### config.mk
export PLATFORM = sky130hd
export DESIGN_NAME = mii_lane_monitor
export DESIGN_NICKNAME = d
export VERILOG_FILES = /design/src/rtl/mii_lane_monitor.sv
export SDC_FILE = /design/constraint.sdc
export NUM_CORES = 1
export LEC_CHECK = 0
export BUFFER_PORTS_ARGS = -buffer_cell sky130_fd_sc_hd__clkbuf_2
export CAP_MARGIN = 20
export CORE_MARGIN = 1
export CORE_UTILIZATION = 25
export CTS_BUF_LIST = sky130_fd_sc_hd__clkbuf_16
export CTS_CLUSTER_SIZE = 25
export DETAILED_ROUTE_END_ITERATION = 8
export RECOVER_POWER = 100
export SKIP_CTS_REPAIR_TIMING = 1
export SYNTH_ARGS = -nofsm -noshare
export SYNTH_HDL_FRONTEND = slang
export SYNTH_SLANG_ARGS = --single-unit
export TNS_END_PERCENT = 20
### constraint.sdc
create_clock -name clk -period 8.7 [get_ports clk]
set_input_delay 0.87 -clock clk [delete_from_list [all_inputs] [get_ports clk]]
set_output_delay 0.87 -clock clk [all_outputs]
set_load 0.03 [all_outputs]
### src/rtl/mii_lane_monitor.sv
// rtl/mii_lane_monitor.sv - transmit-lane monitor: frame length, inter-packet gap and control-code checks
// Watches one DATA_WIDTH word per clock, lane 0 being the lowest byte and the first on the wire.
module mii_lane_monitor #(
   parameter int         LANES      = 8,
   parameter int         DATA_WIDTH = 8*LANES,
   parameter int         CTRL_WIDTH = LANES,
   parameter logic [7:0] IDLE_CODE  = 8'h07,
   parameter logic [7:0] START_CODE = 8'hFB,
   parameter logic [7:0] TERM_CODE  = 8'hFD,
   parameter int         MIN_LEN    = 71,
   parameter int         MAX_LEN    = 1525,
   parameter int         MIN_IPG    = 12,
   parameter int         MAX_IPG    = 0,
   parameter int         CNT_W      = 32
) (
   input  logic                  clk,
   input  logic                  i_rst,
   input  logic [DATA_WIDTH-1:0] i_tx_data,
   input  logic [CTRL_WIDTH-1:0] i_tx_ctrl,
   input  logic                  i_clr,
   output logic                  o_frame_done,
   output logic [15:0]           o_frame_len,
   output logic                  o_len_err,
   output logic                  o_ipg_err,
   output logic                  o_align_err,
   output logic                  o_ctrl_err,
   output logic [CNT_W-1:0]      o_frame_cnt,
   output logic [CNT_W-1:0]      o_err_cnt
);
   localparam int          TW        = (LANES > 1) ? $clog2(LANES) : 1;
   localparam logic [15:0] L_LANES   = 16'(LANES);
   localparam logic [15:0] L_MIN_LEN = 16'(MIN_LEN);
   localparam logic [15:0] L_MAX_LEN = 16'(MAX_LEN);
   localparam logic [15:0] L_MIN_IPG = 16'(MIN_IPG);
   localparam logic [15:0] L_MAX_IPG = 16'(MAX_IPG);

   typedef enum logic [1:0] {S_WAIT = 2'd0, S_FRAME = 2'd1, S_GAP = 2'd2} state_t;

   state_t             r_state;
   logic [15:0]        r_len, r_gap, r_frame_len;
   logic               r_done, r_len_err, r_ipg_err, r_align_err, r_ctrl_err;
   logic [CNT_W-1:0]   r_frame_cnt, r_err_cnt;

   logic [LANES-1:0]   w_term, w_start, w_idle, w_ctl, w_below, w_above;
   logic               w_term_found;
   logic [TW-1:0]      w_term_lane;

   for (genvar k = 0; k < LANES; k++) begin : g_lane
      assign w_ctl[k]   = i_tx_ctrl[k];
      assign w_term[k]  = i_tx_ctrl[k] && (i_tx_data[8*k +: 8] == TERM_CODE);
      assign w_start[k] = i_tx_ctrl[k] && (i_tx_data[8*k +: 8] == START_CODE);
      assign w_idle[k]  = i_tx_ctrl[k] && (i_tx_data[8*k +: 8] == IDLE_CODE);
   end

   // Lowest TERM wins; w_below covers the frame bytes, w_above the tail that must be IDLE.
   always_comb begin
      w_term_found = 1'b0;
      w_term_lane  = '0;
      w_below      = '0;
      w_above      = '0;
      for (int k = 0; k < LANES; k++) begin
         if (w_term_found) begin
            w_above[k] = 1'b1;
         end else if (w_term[k]) begin
            w_term_found = 1'b1;
            w_term_lane  = TW'(k);
         end else begin
            w_below[k] = 1'b1;
         end
      end
   end

   logic        w_start0, w_content_err, w_tail_err, w_gap_err, w_align_err;
   logic [16:0] w_len_add, w_gap_add;
   logic [15:0] w_len_sum, w_gap_sum, w_term_gap;

   assign w_start0      = w_start[0];
   assign w_content_err = |(w_below & w_ctl & ~w_start);
   assign w_tail_err    = |(w_above & ~w_idle);
   assign w_gap_err     = |(~w_idle & ~w_start);
   assign w_align_err   = |(w_start >> 1);
   assign w_len_add     = {1'b0, r_len} + (w_term_found ? 17'(w_term_lane) : 17'(LANES));
   assign w_len_sum     = w_len_add[16] ? 16'hFFFF : w_len_add[15:0];
   assign w_gap_add     = {1'b0, r_gap} + 17'(LANES);
   assign w_gap_sum     = w_gap_add[16] ? 16'hFFFF : w_gap_add[15:0];
   assign w_term_gap    = L_LANES - 16'(w_term_lane);

   state_t      w_nxt_state;
   logic [15:0] w_nxt_len, w_nxt_gap, w_fin_len;
   logic        w_begin, w_done, w_ipg_err, w_ctrl_err, w_len_err, w_any_err;

   always_comb begin
      w_nxt_state = r_state;
      w_nxt_len   = r_len;
      w_nxt_gap   = r_gap;
      w_fin_len   = r_frame_len;
      w_begin     = 1'b0;
      w_done      = 1'b0;
      w_ipg_err   = 1'b0;
      w_ctrl_err  = 1'b0;
      case (r_state)
         S_WAIT: w_begin = w_start0;
         S_FRAME: begin
            if (w_start0) begin
               w_begin    = 1'b1;
               w_ctrl_err = 1'b1;
            end else if (w_term_found) begin
               w_done      = 1'b1;
               w_fin_len   = w_len_sum;
               w_nxt_state = S_GAP;
               w_nxt_gap   = w_term_gap;
               w_nxt_len   = '0;
               w_ctrl_err  = w_content_err | w_tail_err;
            end else begin
               w_nxt_len  = w_len_sum;
               w_ctrl_err = w_content_err;
            end
         end
         S_GAP: begin
            if (w_start0) begin
               w_begin   = 1'b1;
               w_ipg_err = (r_gap < L_MIN_IPG) || ((MAX_IPG != 0) && (r_gap > L_MAX_IPG));
            end else begin
               w_nxt_gap  = w_gap_sum;
               w_ctrl_err = w_gap_err;
            end
         end
         default: w_nxt_state = S_WAIT;
      endcase
      // A START word may also carry the TERM of a very short frame.
      if (w_begin) begin
         w_ctrl_err = w_ctrl_err | w_content_err;
         if (w_term_found) begin
            w_done      = 1'b1;
            w_fin_len   = 16'(w_term_lane) - 16'd1;
            w_nxt_state = S_GAP;
            w_nxt_gap   = w_term_gap;
            w_nxt_len   = '0;
            w_ctrl_err  = w_ctrl_err | w_tail_err;
         end else begin
            w_nxt_state = S_FRAME;
            w_nxt_len   = L_LANES - 16'd1;
         end
      end
   end

   assign w_len_err = w_done && ((w_fin_len < L_MIN_LEN) || (w_fin_len > L_MAX_LEN));
   assign w_any_err = w_len_err | w_ipg_err | w_align_err | w_ctrl_err;

   always_ff @(posedge clk or posedge i_rst) begin
      if (i_rst) begin
         r_state     <= S_WAIT;
         r_len       <= '0;
         r_gap       <= '0;
         r_frame_len <= '0;
         r_done      <= 1'b0;
         r_len_err   <= 1'b0;
         r_ipg_err   <= 1'b0;
         r_align_err <= 1'b0;
         r_ctrl_err  <= 1'b0;
         r_frame_cnt <= '0;
         r_err_cnt   <= '0;
      end else begin
         r_state     <= w_nxt_state;
         r_len       <= w_nxt_len;
         r_gap       <= w_nxt_gap;
         r_frame_len <= w_fin_len;
         r_done      <= w_done;
         r_len_err   <= w_len_err;
         r_ipg_err   <= w_ipg_err;
         r_align_err <= w_align_err;
         r_ctrl_err  <= w_ctrl_err;
         if (i_clr)
            r_frame_cnt <= '0;
         else if (w_done && (r_frame_cnt != '1))
            r_frame_cnt <= r_frame_cnt + CNT_W'(1);
         if (i_clr)
            r_err_cnt <= '0;
         else if (w_any_err && (r_err_cnt != '1))
            r_err_cnt <= r_err_cnt + CNT_W'(1);
      end
   end

   assign o_frame_done = r_done;
   assign o_frame_len  = r_frame_len;
   assign o_len_err    = r_len_err;
   assign o_ipg_err    = r_ipg_err;
   assign o_align_err  = r_align_err;
   assign o_ctrl_err   = r_ctrl_err;
   assign o_frame_cnt  = r_frame_cnt;
   assign o_err_cnt    = r_err_cnt;
endmodule

== After elaboration in Yosys (flattened, before gate mapping) ==
Index checks and enable logic that the tools add are counted.

* Flip-flop bits (word level): 119
* Input bits: 75

* Reduce and logical (&&, ||, !) cells: 40
* Add/sub/neg operators: 6
* Equality and inequality tests: 32
* Bitwise gates (word level): 12
* Multiplexer cells: 94
* $lt $le $gt $ge: 3

{| class="wikitable"
|+ Operators by type and width
! cell !! count
|-
| $mux 16 || 16
|-
| $eq 8x8->1 const B || 16
|-
| $mux 32 || 4
|-
| $add 32x1->32 const B || 2
|-
| $eq 8x3->1 const B || 8
|-
| $ne 32x32->1 const B || 2
|-
| $mux 1 || 52
|-
| $mux 3 || 13
|-
| $and 8x8->8 || 4
|-
| $pmux 16 s2 || 1
|-
| $logic_and 1x1->1 || 27
|-
| $reduce_or 8->1 || 3
|-
| $add 16x4->17 || 1
|-
| $add 16x4->17 const B || 1
|-
| $gt 16x11->1 const B || 1
|-
| $lt 16x4->1 const B || 1
|-
| $lt 16x7->1 const B || 1
|-
| $not 8->8 || 2
|-
| $mux 2 || 4
|-
| $reduce_or 7->1 || 1
|-
| $ne 3x3->1 const B || 2
|-
| $or 1x1->1 || 6
|-
| $reduce_bool 2->1 || 3
|-
| $sub 4x3->5 const A || 1
|-
| 12 further kinds || 15
|}

== Logic depth before layout (Yosys ltp) ==
Gate-level depths: netlist of the first run.

* Depth in word-level cells: 33
* Gate-level depth with buffers: 24
* Gate-level depth less buffers: 20

== Least setup slack after synthesis of the first run ==
Ideal clock, no wire load.

* Path kind: input -> register
* Start: input i_tx_data[36]
* End: register r_err_cnt[22] (netlist: o_err_cnt[22])
* Cell stages on the path: 22
* Setup time: 0.128 ns
* Arrival: 5.191 ns
* Path slack: 3.381 ns
* Data required time: 8.572 ns
* Cell sequence: and4_1 > and3_4 > nor4_2 > nand2_1 > clkbuf_1 > nand3_1 > inv_1 > ha_1 > fa_1 > a211o_1 > and2_1 > and2_1 > buf_1 > nor3_1 > a2bb2oi_1 > o21ai_0 > a41o_1 > o2111ai_2 > nand2_2 > buf_4 > nor4_1 > mux2_1

* Word-level cells in the longest chain between the ends: 26
* Elaborated cells on any way between the ends: 69
* Those cells by class: add/sub (2); order compare (2); eq/ne (3); mux (39); bitwise (12); reduce/logical (11)

{| class="wikitable"
|+ Ends and longest elaborated chain
! item !! line !! text
|-
| start: declaration || 18 || <nowiki>input logic [DATA_WIDTH-1:0] i_tx_data,</nowiki>
|-
| $eq 8x8->1 (*) || 50 || <nowiki>assign w_term[k] = i_tx_ctrl[k] && (i_tx_data[8*k +: 8] == TERM_CODE);</nowiki>
|-
| $logic_and 1x1->1 (*) || 50 ||
|-
| $mux 3 || 64 || <nowiki>end else if (w_term[k]) begin</nowiki>
|-
| $mux 3 || 62 || <nowiki>if (w_term_found) begin</nowiki>
|-
| $mux 3 || 64 ||
|-
| $mux 3 || 62 ||
|-
| $mux 3 || 64 ||
|-
| $mux 3 || 62 ||
|-
| [... 9 more ...] || -- ||
|-
| $mux 16 (*) || 131 || <nowiki>if (w_begin) begin</nowiki>
|-
| named net w_fin_len[0] || 89 || <nowiki>logic [15:0] w_nxt_len, w_nxt_gap, w_fin_len;</nowiki>
|-
| $lt 16x7->1 or $gt 16x11->1 (tied branches) || 147 || <nowiki>assign w_len_err = w_done && ((w_fin_len < L_MIN_LEN) || (w_fin_len > L_MAX_LEN));</nowiki>
|-
| $logic_or 1x1->1 (*) || 147 ||
|-
| $logic_and 1x1->1 (*) || 147 ||
|-
| $or 1x1->1 (*) (3 in series) || 148 || <nowiki>assign w_any_err = w_len_err | w_ipg_err | w_align_err | w_ctrl_err;</nowiki>
|-
| $logic_and 1x1->1 (*) || 179 || <nowiki>else if (w_any_err && (r_err_cnt != '1))</nowiki>
|-
| $reduce_bool 2->1 (no line) (*) || -- ||
|-
| end signal: assignment || 180 || <nowiki>r_err_cnt <= r_err_cnt + CNT_W'(1);</nowiki>
|-
| end: declaration || 42 || <nowiki>logic [CNT_W-1:0] r_frame_cnt, r_err_cnt;</nowiki>
|}

Mark *: on every way through the listed nets, which the timed path passes. The rest lies on a longest branch.
A chain may end at the register's enable or synchronous reset.

== Worst setup path in the final report of the first run ==
* Start: input i_tx_data[36]
* End: register r_err_cnt[11] (netlist: o_err_cnt[11])

The elaborated chain is that of the path after synthesis.

==> impl_metrics.py, run 1 <==
metrics = {
    "clocking": {
        "root_buffer": "clkbuf_16",
        "numCtsBuffers": 17,
        "htreeDepth": 4,
        "cts.sinks": 117,
        "cts.clk_slew.worst_paths_ns": 0.06,
        "cts_tree": "done",
        "worstSkewPairLatency_ns": 0.42,
        "clockBufferDepth": 2,
    },
    "final_layout": {
        "syn_to_final_growth_pct": 20.69,
        "fill_cells": 3117,
        "final_layout_size_suffix_gt1_frac": 0.1286,
        "num_antenna_cells": 0,
        "fin_area_um2": 9029,
        "fin_cells": 1395,
        "nNetsFinal": 1087,
    },
    "global_route": {
        "gr-total-overflow": 0,
        "grt_pass1_wl_mm": 36.36,
        "grt_start_max_net_pins": 72,
        "first_global_vias": 6990,
        "grt_usage": 0.1467,
        "antenna_found_initial": 1,
    },
    "detailed_routing": {
        "drt_iter0_markers": 456,
        "antenna_left": 0,
        "first_pass_iters": 5,
        "drt-total-wl_mm": 22.03,
        "drc": 0,
        "routed-via-count": 7199,
        "wl_per_cell_um": 15.79,
        "via_per_inst": 5.161,
    },
    "synthesis": {
        "syn_inst": 849,
        "async_reset_ff_frac": 1.000,
        "synth.distinct_cells": 87,
        "synth_seq_cells": 117,
        "ys_warn_count": 0,
        "yosysTopAreaCellShare": 0.3914,
        "synth_edf_count": 0,
        "syn_avg_cell_area_um2": 8.811,
        "ys_top_cells_by_area": "dfrtp_1, nand2_1, xor2_1",
        "ys_seq_area_frac": 0.3914,
        "synth_ff_type": "dfrtp_1",
        "synth_nets": 937,
        "syn_area_um2": 7481,
        "synth_top_area_cell": "dfrtp_1",
    },
    "setup_path": {
        "arrival_ns": 7.18,
        "start_kind": "input pin",
        "cpMostUsedCell": "and2_0",
        "r2r_end": "o_err_cnt[11]",
        "crit_type": "input pin to flop",
        "worst_r2r_path_depth": 13,
        "crit_path_max_fanout": 42,
        "r2r-start": "r_state[0]",
        "cp_slowest_cell": "nor4_1",
        "slowest_delay_ns": 0.94,
        "worst_setup_path_end_kind": "flop",
        "cp_data_required_time_ns": 9.03,
        "crit_chain": "clkbuf_1, and4_1, and3_1, nor4_1, nand2_1, nand3_1, inv_1, ha_1, fa_1, a211o_1, and2_0, and2_0, nor3_1, a2bb2oi_1, o21ai_0, a41o_1, o2111ai_1, nand2_2, or4_1, a21oi_1",
        "ff2ff_setup_slack_ns": 3.66,
        "cp_top_family": "simple AND/OR/NAND/NOR gates",
        "critPathBufInv": 2,
    },
    "floorplanning": {
        "die_height_um": 175.0,
        "design.core.area_um2": 29090,
        "io_pins": 160,
        "start_util": 0.2572,
        "rows": 62,
        "die_w_um": 175.0,
        "dieArea_um2": 30620,
    },
    "sta": {
        "setup_viol": 0,
        "tightest_slew_ns": 3.322,
        "relSlewSlack": -1.214,
        "hold_violations": 0,
        "rsz0062_at_grt": "no",
        "period_needed_ns": 6.847,
        "timing.final.crit_share": 0.7870,
        "drv_slew": 120,
        "skew_ns": 0.01329,
        "max_freq_mhz": 146.0,
        "tns_ns": 0,
    },
    "power_and_ir_drop": {
        "peakVddDrop_mv": 0.1037,
        "finalPower_w": 0.001476,
        "leakage_nw": 3.701,
        "powerDensity_nw_per_um2": 163.5,
    },
    "run_status": {
        "outcome": "finished, violations left",
        "failed_checks": "capacitance limit, slew limit",
    },
    "placed_design": {
        "port_buffers": 159,
        "dp_hpwl_mm": 16.19,
        "dp_cells": 1364,
        "place_area_um2": 8627,
        "routabilityCongestion": 0.8401,
    },
    "hold_path": {
        "hp-class": "flop to flop",
        "min_to": "r_len[2]",
        "hold_start": "r_len[2]",
        "hold_depth": 2,
    },
    "job": {
        "maxCapViolations": 2,
    },
}
## cells in the mapped netlist, types with 4 or more instances
library cell / instances
a211oi_1: 5
a21oi_1: 49
a22o_1: 10
a22oi_1: 4
a2bb2oi_1: 4
a31o_2: 4
a31oi_1: 9
and2_1: 7
and3_1: 25
and4_1: 14
and4b_1: 4
buf_4: 4
buf_6: 4
clkbuf_1: 23
dfrtp_1: 117
ha_1: 12
inv_1: 24
mux2_1: 5
mux2i_1: 4
nand2_1: 87
nand3_1: 49
nand4_1: 36
nand4b_1: 6
nor2_1: 67
nor2b_1: 9
nor3_1: 18
nor4_1: 14
o21ai_0: 41
o21ai_1: 5
o31ai_1: 23
or2_2: 5
or3_1: 16
or4_1: 22
xnor2_1: 15
xor2_1: 31
## flip-flops by register name, summed over array words and instances (netlist names)
name,cells
o_frame_len,16
r_len,16
o_ipg_err,1
o_align_err,1
o_ctrl_err,1
o_len_err,1
o_frame_cnt,32
r_gap,14
r_state,2
o_err_cnt,32
o_frame_done,1
## cells in the final DEF, fill, tap and decap left out, types with 12 or more instances in the layout
| cell | n |
|---|---|
| clkbuf_16 | 17 |
| nor2_1 | 67 |
| o31ai_1 | 24 |
| or4_1 | 22 |
| inv_1 | 24 |
| nor4_1 | 15 |
| xnor2_1 | 15 |
| and4_1 | 14 |
| o21ai_0 | 43 |
| or3_1 | 16 |
| nand2_1 | 87 |
| dfrtp_1 | 117 |
| nand3_1 | 49 |
| xor2_1 | 31 |
| clkbuf_1 | 89 |
| nor3_1 | 18 |
| nand4_1 | 36 |
| a21oi_1 | 49 |
| ha_1 | 12 |
| clkbuf_2 | 72 |
| and3_1 | 26 |
## worst max-delay path by stage
stage	endpoint	from	cells after the start
6_report	o_err_cnt[11]	i_tx_data[36]	20
4_1_cts	o_err_cnt[17]	i_tx_data[36]	19
3_5_place_dp	o_err_cnt[17]	i_tx_data[36]	19
2_1_floorplan	o_err_cnt[22]	i_tx_data[36]	22
5_1_grt	o_err_cnt[15]	i_tx_data[36]	20
3_3_place_gp	o_err_cnt[17]	i_tx_ctrl[7]	19
## cells by family after synthesis
family	Yosys count	synth area share
compound gates	198	0.1800
xor+xnor	46	0.05386
fa+ha+maj	13	0.02275
buf+inv	58	0.03529
flops	117	0.3914
mux	12	0.01739
simple gates	405	0.2994
## power by group
group | internal, W | switching [W] | total [W]
clock network | 0.000393 | 0.000273 | 0.000666
registers | 0.000573 | 0.0000413 | 0.000615
logic | 0.0000808 | 0.000114 | 0.000195
## layer usage
metal | share of wire | routed length [um] | global-route usage
met5 | 0 | 0 | 0
met2 | 0.47 | 10420 | 0.2378
met1 | 0.47 | 10370 | 0.1944
met3 | 0.039 | 865 | 0.03242
met4 | 0.017 | 376 | 0.04348
## metrics by stage
stage / hold WS, ns / util / worst slack [ns]
after floorplan: 0.4551 / - / 3.381
after global routing: 0.5267 / 0.3104 / 1.344
final: 0.4988 / 0.3104 / 1.853
after detailed placement: 0.4901 / 0.2966 / 2.154
after CTS: 0.5049 / 0.3156 / 2.581
after global placement: 0.4837 / 0.2966 / 2.280
## worst register-to-register path: stages (launching register included)
cell	delay, ns
dfrtp_1	0.44
ha_1	0.25
or4_1	0.68
nand2_1	0.13
o21ai_0	0.09
clkbuf_1	0.46
inv_1	0.41
a2bb2oi_1	0.44
or2_1	0.17
o221ai_1	0.16
o2111ai_1	0.45
nand2_2	0.49
or4_1	0.64
a21oi_1	0.15
## area by class of cell
cell class | count | area [um2] | area share
Clock buffer | 17 | 425.4 | 0.04712
Timing Repair Buffer | 164 | 716.9 | 0.07941
Sequential cell | 117 | 2928 | 0.3243
Inverter | 25 | 95.09 | 0.01053
Multi-Input combinational cell | 674 | 4254 | 0.4712
Clock inverter | 14 | 128.9 | 0.01427
Tap cell | 384 | 480.5 | 0.05322
(Power assumes the default switching activity.)
==> run 2, diff against run 1 <==
==> constraint.sdc (replaced) <==
create_clock -name clk -period 7.2 [get_ports clk]
set_input_delay 0.72 -clock clk [delete_from_list [all_inputs] [get_ports clk]]
set_output_delay 0.72 -clock clk [all_outputs]
set_load 0.03 [all_outputs]
==> run 2 against run 1 <==
Against the previous run:
- the run still ends with capacitance limit, slew limit left
- worst hold slack lost 0.0033 ns
- via count grew 0.63%
- sequential share of layout area shrank 0.14 points
- sequential cell count is the same
- critical path depth is the same
- clock power grew 29%
- final cell count is the same
- clock skew shrank 0.0046 ns
- global-route usage is essentially flat
- power grew 25%
- critical path type unchanged
- largest power group unchanged
==> impl_metrics.py, run 2 (synthesis gave the netlist of run 1 again) <==
metrics = {
    "detailed_routing": {
        "first_pass_iters": 5,
        "via_per_inst": 5.193,
        "drc": 0,
        "routed-via-count": 7244,
        "drt_iter0_markers": 483,
        "wl_per_cell_um": 15.83,
        "drt-total-wl_mm": 22.08,
        "antenna_left": 0,
    },
    "final_layout": {
        "final_common_cell": "dfrtp_1",
        "post-route-util": 0.3117,
        "nNetsFinal": 1087,
        "fin_area_um2": 9067,
        "num_antenna_cells": 0,
        "layout_common_cells": "dfrtp_1, clkbuf_1, nand2_1",
        "final_layout_size_suffix_gt1_frac": 0.1276,
        "syn_to_final_growth_pct": 21.21,
    },
    "sta": {
        "setup_viol": 0,
        "relSlewSlack": -1.218,
        "tightest_slew_ns": 3.327,
        "period_needed_ns": 6.236,
        "max_freq_mhz": 160.4,
        "drv_slew": 120,
        "rsz0062_at_grt": "no",
        "timing.final.crit_share": 0.8661,
        "skew_ns": 0.008738,
        "tns_ns": 0,
        "hold_violations": 0,
    },
    "floorplanning": {
        "dieArea_um2": 30620,
        "design.core.area_um2": 29090,
        "start_util": 0.2572,
        "die_height_um": 175.0,
        "rows": 62,
        "die_w_um": 175.0,
        "io_pins": 160,
    },
    "power_and_ir_drop": {
        "power_frac_clock": 0.467,
        "peakVddDrop_mv": 0.1228,
        "pwr-share-seq": 0.404,
        "pwr-share-comb": 0.129,
        "power.internal_w": 0.001330,
        "leakage_nw": 3.731,
        "p_sw_w": 0.0005102,
        "powerDensity_nw_per_um2": 202.9,
        "switching_share": 0.2773,
        "finalPower_w": 0.001840,
    },
    "job": {
        "maxCapViolations": 2,
    },
    "setup_path": {
        "worst_setup_path_end_kind": "flop",
        "slowest_delay_ns": 0.62,
        "cp_data_required_time_ns": 7.54,
        "start_kind": "input pin",
        "crit_path_max_fanout": 42,
        "crit_type": "input pin to flop",
        "ff2ff_setup_slack_ns": 2.08,
        "cpMostUsedCell": "and2_0",
        "cp_slowest_cell": "nor4_2",
        "worst_r2r_path_depth": 13,
        "r2r_end": "o_err_cnt[11]",
        "r2r-start": "r_state[0]",
        "crit_chain": "clkbuf_1, and4_1, and3_1, nor4_2, nand2_1, nand3_1, inv_1, ha_1, fa_1, a211o_1, and2_0, and2_0, nor3_1, a2bb2oi_1, o21ai_0, a41o_1, o2111ai_1, nand2_2, or4_1, a21oi_1",
        "arrival_ns": 6.58,
    },
    "clocking": {
        "cts.sinks": 117,
        "clockBufferDepth": 2,
        "numCtsBuffers": 17,
        "root_buffer": "clkbuf_16",
        "cts_tree": "done",
        "cts.clk_slew.worst_paths_ns": 0.06,
        "htreeDepth": 4,
        "worstSkewPairLatency_ns": 0.42,
    },
    "global_route": {
        "first_global_vias": 6904,
        "grt_pass1_wl_mm": 36.04,
        "gr-total-overflow": 0,
        "grt_start_max_net_pins": 72,
        "grt_usage": 0.1465,
        "antenna_found_initial": 0,
    },
    "run_status": {
        "failed_checks": "capacitance limit, slew limit",
        "outcome": "finished, violations left",
    },
    "hold_path": {
        "min_to": "r_len[2]",
        "hp-class": "flop to flop",
        "hold_start": "r_len[2]",
        "hold_depth": 2,
    },
    "placed_design": {
        "dp_hpwl_mm": 16.05,
        "port_buffers": 159,
        "routabilityCongestion": 0.8406,
        "place_area_um2": 8627,
    },
}
## run 2: metal layers
metal | wire [um] | vias up | track usage
met1 | 10180 | 3539 | 0.1924
met3 | 1014 | 25 | 0.03177
met4 | 380 | 0 | 0.04928
met5 | 0 | - | 0
li1 | - | 3508 | -
met2 | 10510 | 172 | 0.2373
## run 2: power groups by stage
| stage | sequential (W) | combinational [W] | clock [W] |
|---|---|---|---|
| after floorplan | 0.000740 | 0.000167 | 0 |
| after global placement | 0.000751 | 0.000233 | 0 |
| after detailed placement | 0.000752 | 0.000238 | 0 |
| after CTS | 0.000742 | 0.000239 | 0.000882 |
| after global routing | 0.000751 | 0.000267 | 0.000908 |
| final | 0.000744 | 0.000237 | 0.000860 |
## run 2: per-stage QoR
stage / worst slack (ns) / cells / hold slack [ns]
detailed placement: 0.7643 / 1364 / 0.4861
global placement: 0.9310 / 1364 / 0.4840
finish: 0.9644 / 1395 / 0.4955
CTS: 1.207 / 1395 / 0.4442
global route: 0.4617 / 1395 / 0.5311
floorplan: 2.031 / 849 / 0.4551
## run 2: critical path, delay by kind of cell
kind	cells	cell delay [ns]
AOI/OAI and AO/OA	6	1.32
and+or+nand+nor	10	3.76
buffers and inverters	2	0.14
adders and majority gates	2	0.61
## run 2: worst max path at each step
stage,start,slack [ns],endpoint
after floorplan,i_tx_data[36],2.03,o_err_cnt[22]
after global placement,i_tx_ctrl[7],0.93,o_err_cnt[17]
after detailed placement,i_tx_data[36],0.76,o_err_cnt[17]
after CTS,i_tx_data[36],1.21,o_err_cnt[17]
after global routing,i_tx_data[36],0.46,o_err_cnt[15]
final,i_tx_data[36],0.96,o_err_cnt[11]
## run 2: final cells by class
cell class	count	area [um2]
tap	384	480.5
clock buffer	17	425.4
inverter	25	95.09
sequential	117	2928
multi-input combinational	674	4260
clock inverter	14	162.7
fill	3118	20020
timing repair buffer	164	715.7
==> run 3, diff against run 2 <==
--- a/config.mk
+++ b/config.mk
@@ -5,6 +5,7 @@
 export SDC_FILE = /design/constraint.sdc
 export NUM_CORES = 1
 export LEC_CHECK = 0
+export ABC_AREA = 1
 export BUFFER_PORTS_ARGS = -buffer_cell sky130_fd_sc_hd__clkbuf_2
 export CAP_MARGIN = 20
 export CORE_MARGIN = 1
@@ -12,6 +13,8 @@
 export CTS_BUF_LIST = sky130_fd_sc_hd__clkbuf_16
 export CTS_CLUSTER_SIZE = 25
 export DETAILED_ROUTE_END_ITERATION = 8
+export GPL_TIMING_DRIVEN = 0
+export PLACE_DENSITY = 0.47
 export RECOVER_POWER = 100
 export SKIP_CTS_REPAIR_TIMING = 1
 export SYNTH_ARGS = -nofsm -noshare
==> run 3 against run 2 <==
Against the previous run:
- clock skew rose by 0.0099 ns
- the run still ends with capacitance limit, slew limit left
- power is 11% higher
- maximum frequency up 13%
- combinational power is 83% higher
- routed wire length is 24% higher
- critical endpoint is now o_err_cnt[4]
- synthesized cell count increased by 44%
- largest power group unchanged
- cell area rose by 13%
- non-clock buffer count up 28
==> impl_metrics.py, run 3 <==
metrics = {
    "global_route": {
        "grt_start_max_net_pins": 68,
        "first_global_vias": 8603,
        "grt_usage": 0.1609,
        "antenna_found_initial": 0,
        "gr-total-overflow": 0,
        "grt_pass1_wl_mm": 45.20,
    },
    "sta": {
        "hold_violations": 0,
        "max_freq_mhz": 181.7,
        "relSlewSlack": -1.031,
        "rsz0062_at_grt": "no",
        "setup_slack_ns": 1.696,
        "timing.final.crit_share": 0.7644,
        "setup_viol": 0,
        "hold_slack_ns": 0.5116,
        "tightest_slew_ns": 3.029,
        "tns_ns": 0,
        "skew_ns": 0.01863,
        "drv_slew": 120,
        "period_needed_ns": 5.504,
    },
    "setup_path": {
        "slowest_delay_ns": 0.45,
        "cpMostUsedCell": "nand2_1",
        "ff2ff_setup_slack_ns": 3.35,
        "crit_path_max_fanout": 10,
        "start_kind": "input pin",
        "worst_setup_path_end_kind": "flop",
        "cp_data_required_time_ns": 7.55,
        "arrival_ns": 5.86,
        "crit_type": "input pin to flop",
        "worst_r2r_path_depth": 24,
        "cp_slowest_cell": "clkbuf_1",
    },
    "synthesis": {
        "yosysTopAreaCellShare": 0.3419,
        "yosys-top-cells-count": "nand2_1, inv_1, dfrtp_1, nor2_1, nand3_1",
        "synth_top_area_cell": "dfrtp_1",
        "synth_top_family_by_area": "simple AND/OR/NAND/NOR gates",
        "synth_compound_area_frac": 0.09687,
        "ys_warn_count": 0,
        "syn_inst": 1222,
        "synth_ff_type": "dfrtp_1",
        "synth_seq_cells": 117,
        "ys_seq_area_frac": 0.3419,
        "syn_area_um2": 8563,
        "synth-xor-area-share": 0.03682,
        "synth_nets": 1310,
        "synth-adder-area-share": 0.01987,
        "syn_avg_cell_area_um2": 7.008,
        "synth_edf_count": 0,
        "async_reset_ff_frac": 1.000,
        "synth_most_common_cell": "nand2_1",
        "synthMuxAreaShare": 0,
        "synth.distinct_cells": 50,
        "synthSimpleGateAreaFrac": 0.4008,
        "ys_top_cells_by_area": "dfrtp_1, nand2_1, inv_1",
    },
    "clocking": {
        "clockBufferDepth": 2,
        "cts.clk_slew.worst_paths_ns": 0.06,
        "htreeDepth": 4,
        "root_buffer": "clkbuf_16",
        "worstSkewPairLatency_ns": 0.42,
        "cts_tree": "done",
        "cts.sinks": 117,
        "numCtsBuffers": 17,
    },
    "run_status": {
        "failed_checks": "capacitance limit, slew limit",
        "outcome": "finished, violations left",
    },
    "detailed_routing": {
        "routed-via-count": 8709,
        "first_pass_iters": 7,
        "drt_iter0_markers": 445,
        "drc": 0,
        "wl_per_cell_um": 14.68,
        "via_per_inst": 4.680,
        "wl_met2_mm": 12.86,
        "highest_layer": "met4",
        "antenna_left": 0,
        "met1_length_mm": 13.29,
        "drt-total-wl_mm": 27.33,
        "dr_wl_met3_um": 968,
    },
    "hold_path": {
        "hold_depth": 1,
        "hp-class": "flop to flop",
    },
    "power_and_ir_drop": {
        "peakVddDrop_mv": 0.1417,
        "powerDensity_nw_per_um2": 199.7,
        "finalPower_w": 0.002048,
        "leakage_nw": 4.755,
    },
    "placed_design": {
        "port_buffers": 158,
        "routabilityCongestion": 0.8913,
        "dp_hpwl_mm": 21.50,
        "pre_cts_slack_ns": 2.023,
    },
    "final_layout": {
        "syn_to_final_growth_pct": 19.75,
        "seq_area_um2": 2928,
        "multiInputGateArea_um2": 4649,
        "nNetsFinal": 1488,
        "layout_common_cells": "nand2_1, inv_1, nor2_1, dfrtp_1, clkbuf_1",
        "final_layout_size_suffix_gt1_frac": 0.1189,
        "num_antenna_cells": 0,
        "final_common_cell": "nand2_1",
        "fill_cells": 3707,
    },
    "floorplanning": {
        "die_w_um": 187.1,
        "dieArea_um2": 35000,
        "rows": 67,
        "start_util": 0.2547,
        "die_height_um": 187.1,
        "design.core.area_um2": 33620,
        "io_pins": 160,
    },
    "job": {
        "maxCapViolations": 2,
    },
}
-- run 3: kinds of logic after synthesis --
logic type                 after synthesis
and+or+nand+nor                        697
AOI/OAI and AO/OA                      144
adders and majority gates               13
DFF                                    117
xor gates and xnor gates                36
buffers and inverters                  215
-- run 3: final cells by class --
class	instances	area share
well taps	448	0.05466
clock buffers	17	0.04148
clock inverters	15	0.01281
plain buffers	33	0.01855
repair buffers	159	0.06686
multi-input cells	890	0.4534
inverters	182	0.06674
flip-flops and latches	117	0.2855
-- run 3: final timing paths --
check / endpoint / from
max in group asynchronous: r_gap[15] / i_rst
hold reg to reg: o_frame_cnt[30] / o_frame_cnt[30]
setup / recovery: o_err_cnt[4] / i_tx_data[4]
hold / removal: o_frame_cnt[30] / o_frame_cnt[30]
setup reg to reg: o_err_cnt[4] / r_len[0]
min in group asynchronous: o_err_cnt[7] / i_rst
-- run 3: where the power goes --
group          internal, W  switching, W  total (W)
clock             0.000476      0.000342   0.000818
sequential        0.000720     0.0000750   0.000795
combinational     0.000148      0.000286   0.000434
total              0.00134      0.000704    0.00205
-- run 3: per-stage QoR --
stage / area (um2) / cells / utilization
after floorplan: 8563 / 1222 / -
after global placement: 9915 / 1828 / 0.2949
after detailed placement: 9947 / 1829 / 0.2959
after CTS: 10500 / 1861 / 0.3125
after global routing: 10250 / 1861 / 0.3051
final: 10250 / 1861 / 0.3051
-- run 3: worst max-delay path: cells and delay by family --
family	cells	cell delay, ns
simple gates	19	2.68
compound gates	4	0.81
buf+inv	6	1.16
fa+ha+maj	2	0.48
-- run 3: layer usage --
metal | track usage | up-vias
met5 | 0 | -
met4 | 0.03846 | 0
met3 | 0.03077 | 13
met2 | 0.2659 | 151
met1 | 0.2153 | 4104
li1 | - | 4441
